[src/rtl/add64_seq_pkg.sv]
// Shared definitions for the beat-serial add/subtract unit: FSM encoding and beat geometry.
package add64_seq_pkg;

  typedef enum logic [1:0] {
    IDLE = 2'd0,
    BUSY = 2'd1,
    DONE = 2'd2
  } state_t;

  localparam int BEAT_W     = 16;
  // Wide enough to index up to 8 beats, the largest supported operand size.
  localparam int BEAT_IDX_W = 3;

endpackage

[src/rtl/add64_seq_add16_cla.sv]
// 16-bit carry-lookahead adder slice; 4-bit groups with lookahead group carries.
module add16_cla
  import add64_seq_pkg::*;
(
  input  logic [BEAT_W-1:0] a,
  input  logic [BEAT_W-1:0] b,
  input  logic              cin,
  output logic [BEAT_W-1:0] s,
  output logic              c_msb,
  output logic              cout
);

  logic [BEAT_W-1:0] g;
  logic [BEAT_W-1:0] p;
  logic [BEAT_W:0]   c;

  assign g = a & b;
  assign p = a ^ b;

  always_comb begin
    logic gg;
    logic pg;
    c    = '0;
    c[0] = cin;
    for (int k = 0; k < BEAT_W / 4; k++) begin
      gg = g[4*k+3] | (p[4*k+3] & g[4*k+2]) | (p[4*k+3] & p[4*k+2] & g[4*k+1])
         | (p[4*k+3] & p[4*k+2] & p[4*k+1] & g[4*k]);
      pg = &p[4*k +: 4];
      for (int i = 0; i < 3; i++) begin
        c[4*k+i+1] = g[4*k+i] | (p[4*k+i] & c[4*k+i]);
      end
      // Group carry-out skips the in-group chain.
      c[4*k+4] = gg | (pg & c[4*k]);
    end
  end

  assign s     = p ^ c[BEAT_W-1:0];
  assign c_msb = c[BEAT_W-1];
  assign cout  = c[BEAT_W];

endmodule

[src/rtl/add64_seq.sv]
// Beat-serial W-bit add/subtract: one shared 16-bit CLA slice computes one beat per cycle.
module add64_seq
  import add64_seq_pkg::*;
#(
  parameter int WORDS = 4
) (
  input  logic                    clk,
  input  logic                    rst,
  input  logic                    in_valid,
  output logic                    in_ready,
  input  logic                    op_sub,
  input  logic [BEAT_W*WORDS-1:0] a,
  input  logic [BEAT_W*WORDS-1:0] b,
  output logic                    out_valid,
  input  logic                    out_ready,
  output logic [BEAT_W*WORDS-1:0] sum,
  output logic                    cout,
  output logic                    ovf,
  output logic                    zero
);

  localparam int W = BEAT_W * WORDS;

  state_t                state;
  state_t                state_nxt;
  logic [BEAT_IDX_W-1:0] beat;
  logic                  carry;
  logic [W-1:0]          a_q;
  logic [W-1:0]          b_q;
  logic [W-1:0]          sum_nxt;
  logic [BEAT_W-1:0]     a_sl;
  logic [BEAT_W-1:0]     b_sl;
  logic [BEAT_W-1:0]     s_sl;
  logic                  cin_sl;
  logic                  c_msb;
  logic                  c_out;
  logic                  busy;
  logic                  last_beat;

  assign busy      = (state == BUSY);
  assign last_beat = (beat == BEAT_IDX_W'(WORDS - 1));

  // Operand isolation keeps the slice quiet outside BUSY.
  always_comb begin
    a_sl    = '0;
    b_sl    = '0;
    cin_sl  = busy & carry;
    sum_nxt = sum;
    if (busy) begin
      for (int i = 0; i < WORDS; i++) begin
        if (beat == BEAT_IDX_W'(i)) begin
          a_sl = a_q[i*BEAT_W +: BEAT_W];
          b_sl = b_q[i*BEAT_W +: BEAT_W];
          sum_nxt[i*BEAT_W +: BEAT_W] = s_sl;
        end
      end
    end
  end

  add16_cla u_slice (
    .a    (a_sl),
    .b    (b_sl),
    .cin  (cin_sl),
    .s    (s_sl),
    .c_msb(c_msb),
    .cout (c_out)
  );

  always_comb begin
    state_nxt = state;
    in_ready  = 1'b0;
    out_valid = 1'b0;
    case (state)
      IDLE: begin
        in_ready = 1'b1;
        if (in_valid) state_nxt = BUSY;
      end
      BUSY: begin
        if (last_beat) state_nxt = DONE;
      end
      DONE: begin
        out_valid = 1'b1;
        if (out_ready) state_nxt = IDLE;
      end
      default: state_nxt = IDLE;
    endcase
  end

  always_ff @(posedge clk) begin
    if (rst) state <= IDLE;
    else     state <= state_nxt;
  end

  // Operand capture; subtraction is a + ~b + 1 with the +1 injected as the initial carry.
  always_ff @(posedge clk) begin
    if (state == IDLE && in_valid) begin
      a_q <= a;
      b_q <= op_sub ? ~b : b;
    end
  end

  always_ff @(posedge clk) begin
    if (rst) begin
      beat  <= '0;
      carry <= 1'b0;
      sum   <= '0;
      cout  <= 1'b0;
      ovf   <= 1'b0;
      zero  <= 1'b0;
    end else begin
      case (state)
        IDLE: begin
          if (in_valid) begin
            beat  <= '0;
            carry <= op_sub;
          end
        end
        BUSY: begin
          sum   <= sum_nxt;
          carry <= c_out;
          if (last_beat) begin
            beat <= '0;
            cout <= c_out;
            ovf  <= c_msb ^ c_out;
            zero <= (sum_nxt == '0);
          end else begin
            beat <= beat + BEAT_IDX_W'(1);
          end
        end
        default: ;
      endcase
    end
  end

endmodule

[config.mk]
export PLATFORM = sky130hd
export DESIGN_NAME = add64_seq
export DESIGN_NICKNAME = d
export VERILOG_FILES = /design/src/rtl/add64_seq_pkg.sv /design/src/rtl/add64_seq_add16_cla.sv /design/src/rtl/add64_seq.sv
export SDC_FILE = /design/constraint.sdc
export NUM_CORES = 1
export LEC_CHECK = 0
export CAP_MARGIN = 10
export CORE_ASPECT_RATIO = 0.5
export CORE_UTILIZATION = 55
export DETAILED_ROUTE_END_ITERATION = 7
export GPL_TIMING_DRIVEN = 0
export PLACE_DENSITY_LB_ADDON = 0.12
export SLEW_MARGIN = 0
export SYNTH_ARGS = -nofsm -noshare
export SYNTH_HDL_FRONTEND = slang
export SYNTH_SLANG_ARGS = --single-unit
[constraint.sdc]
create_clock -name clk -period 11.4 [get_ports clk]
set_input_delay 1.71 -clock clk [delete_from_list [all_inputs] [get_ports clk]]
set_output_delay 1.71 -clock clk [all_outputs]
set_load 0.005 [all_outputs]
==> results.md <==
* Status: finished, final reports clean
* DRC at 0
* Clock root buffer: clkbuf_16
* Clk_skew at 0.0137 ns
* Layout area overhead at 32.3%
* Clock latency on the worst-skew pair at 0.50 ns
* DR iter-0 viols at 911
* Fmax at 0.149 GHz
* Total power at 1740 uW
* Ys Warns at 0
* Seq cells post-synth at 201
* Worst slew pin tran at 1.10 ns
* Seq/Total Area, Yosys at 59.0%
* Crit end category: flip-flop
* Async set-or-reset flop fraction in the synthesized netlist at 0%
* Register area at between 5000 and 6000 sq um
* First-pass GRT wire length at 37700 microns
* Syn avg cell area at 11.6 sq um
* Number of hold violations in the final report at 0
* Fill cell count at 1123
* Yosys cell types at 47
* GRT overflow at 0
* Final Max Slew Viols at 0
* HP Class: reg -> reg
* Worst Path Required at 11.82 ns
* CTS hold repair buffers at 0
* Full die area at 16900 sq um
* Worst EP arrival at roughly 7.1 ns
* Pin count of the biggest net entering global routing at 40
* Slew margin rel. at 26.7%
* Tcrit/Tclk final at 58.9%
* Final setup viols at 0
* DIE HEIGHT at ~92 microns
* Top_reg_cell synth: edfxtp_1
* Htree depth at 1
* Drt pass-1 iters at 5
* Routed vias at 7076
* Area of the multi-input gates at 3450 sq um
* Commonest non-fill, non-tap cell in the layout: clkdlybuf4s50_1
* Total Nets Final at 1161
* Number of synthesized flops with an enable pin at ~130
* Share of layout cells above drive strength 1 at 4.48%
* Unrepaired setup endpoints after global routing: false
* IO buf count at 200
* Ant. Diodes at 0
* CTS tree: yes
* Die width at 183 microns
* Starting Density at 57.3%
* Maximum vdd drop at between 0.1 and 0.15 mV
* Startpoint types: flip-flop
* Cell row count at 32
* CTS buffer count at 19
* Setup_tns at 0 ns
* Core area at 15700 sq um
* ANT nets after route at 0
* Min Clock Period, post-route at 6.71 ns
* Cell Area, Synth at 8990 sq um
* CTS sink count at 201
* Routed length per instance at 20.0 microns
* Antenna violations before repair at 0
* Tot GR Track Use at 29.5%
* Via-to-Cell Ratio at 5.77
* Most frequent cells in the layout: clkdlybuf4s50_1, edfxtp_1, nor2_1, a21oi_1, dfxtp_1
* Syn Inst Count at a little under 800
* WL final at roughly 24000 microns
* CTS max path bufs at 3
* Max Cap Violations at 0
* Syn nets at between 900 and 1k
* Clock slew at reported path FFs at 0.07 ns
* Postcts setup bufs at 0
* Post-CTS Resized at 0
* CP Class: reg -> reg
* DP Wirelength at about 18000 microns
* Pwr/cell area at 146 nW/um^2
* Vias in the first global route at 6914
* Lkg Pwr at 0.00425 uW
* CP Max Fanout at 10
* Top-Level Pins at 202
* GPL Wtd Cong at roughly 0.92
## registers in the layout (all words and copies together) (netlist names)
| register | flops |
|---|---|
| carry | 1 |
| state | 2 |
| beat | 3 |
| a_q | 64 |
| ovf | 1 |
| b_q | 64 |
| sum | 64 |
| zero | 1 |
| cout | 1 |
## path summary, 6_finish.rpt
kind | slack, ns | startpoint | cells past startpoint | endpoint
hold / removal | 0.46 | sum[60]$_SDFFE_PP0P_ | 2 | sum[60]$_SDFFE_PP0P_
setup / recovery | 4.69 | beat[1]$_SDFFE_PP0P_ | 22 | zero$_SDFFE_PP0P_
hold reg to reg | 0.46 | sum[60]$_SDFFE_PP0P_ | 2 | sum[60]$_SDFFE_PP0P_
setup reg to reg | 4.69 | beat[1]$_SDFFE_PP0P_ | 22 | zero$_SDFFE_PP0P_
## power breakdown
part / total (uW) / internal, uW / switching (uW) / leakage (uW)
clock network: 597 / 327 / 270 / 0.000274
registers: 844 / 826 / 18.3 / 0.00182
logic: 295 / 128 / 167 / 0.00216
## stage by stage
| step | hold WS (ns) | utilization (%) | setup slack [ns] | area (sq um) | cells |
|---|---|---|---|---|---|
| after floorplan | 0.453 | - | 3.54 | 8990 | 772 |
| after global placement | 0.446 | 71.8 | 1.08 | 11300 | 1193 |
| after detailed placement | 0.453 | 72.2 | 4.81 | 11300 | 1196 |
| after CTS | 0.462 | 75.8 | 4.78 | 11900 | 1226 |
| after global routing | 0.487 | 75.8 | 4.43 | 11900 | 1226 |
| final | 0.459 | 75.8 | 4.69 | 11900 | 1226 |
## worst max-delay path, cell delays in order (launching register included)
cell       delay [ns]
dfxtp_1          0.38
inv_1            0.08
ha_1             0.22
nor3b_1          0.88
clkbuf_1         0.45
a22oi_1          0.16
a21oi_1          0.29
a22o_1           0.24
ha_1             0.26
and4b_1          0.21
o2111ai_2        0.25
a21oi_1          0.11
nor2_1           0.27
o21ai_0          0.19
fa_1             0.47
fa_1             0.42
inv_1            0.09
fa_1             0.24
xor2_1           0.67
and4b_1          0.31
o221a_2          0.19
o2111ai_1        0.12
o21ai_1          0.14
## cell usage after synthesis, types with 2 or more instances
library cell	instances	area, sq um
edfxtp_1	128	3840
nor2_1	82	308
a21oi_1	77	385
dfxtp_1	73	1460
nand2_1	67	251
xor2_1	65	569
a22oi_1	42	315
clkbuf_1	40	150
a211oi_1	34	255
a22o_1	32	280
ha_1	20	250
buf_2	12	60.1
fa_1	12	240
nor4_1	11	68.8
inv_1	6	22.5
nand2b_1	6	37.5
nand4_1	6	37.5
nor3_1	6	30.0
a21o_1	4	30.0
and2_1	3	18.8
nor2b_1	3	18.8
o21ai_0	3	15.0
o31ai_1	3	22.5
or3_1	3	18.8
xnor2_1	3	26.3
and4b_1	2	20.0
buf_1	2	7.51
nand3_1	2	10.0
nand3b_1	2	15.0
nand4bb_1	2	22.5
nor3b_1	2	15.0
nor4b_1	2	17.5
nor4bb_1	2	20.0
or4_1	2	15.0
## layer usage
layer | wire length (microns) | GRT usage, % | vias to the layer above
li1 | - | - | 3283
met3 | 2300 | 4.56 | 40
met5 | 0 | 0 | -
met1 | 10800 | 42.8 | 3377
met2 | 10900 | 46.6 | 376
met4 | 461 | 7.36 | 0
## cells by family after synthesis
kind of cell | share of synthesized area [%]
xor+xnor | 6.62
flops | 59.0
simple gates | 10.5
compound gates | 15.7
mux | 0.111
fa+ha+maj | 5.45
buf+inv | 2.67
## area by class of cell
class	instances	share of cell area, %
Clock inverter	3	0.200
Sequential cell	201	44.6
Timing Repair Buffer	203	17.3
Tap cell	221	2.32
Multi-Input combinational cell	511	29.0
Buffer	54	1.83
Inverter	6	0.189
Clock buffer	27	4.50
Power figures use the tool's default switching activity.
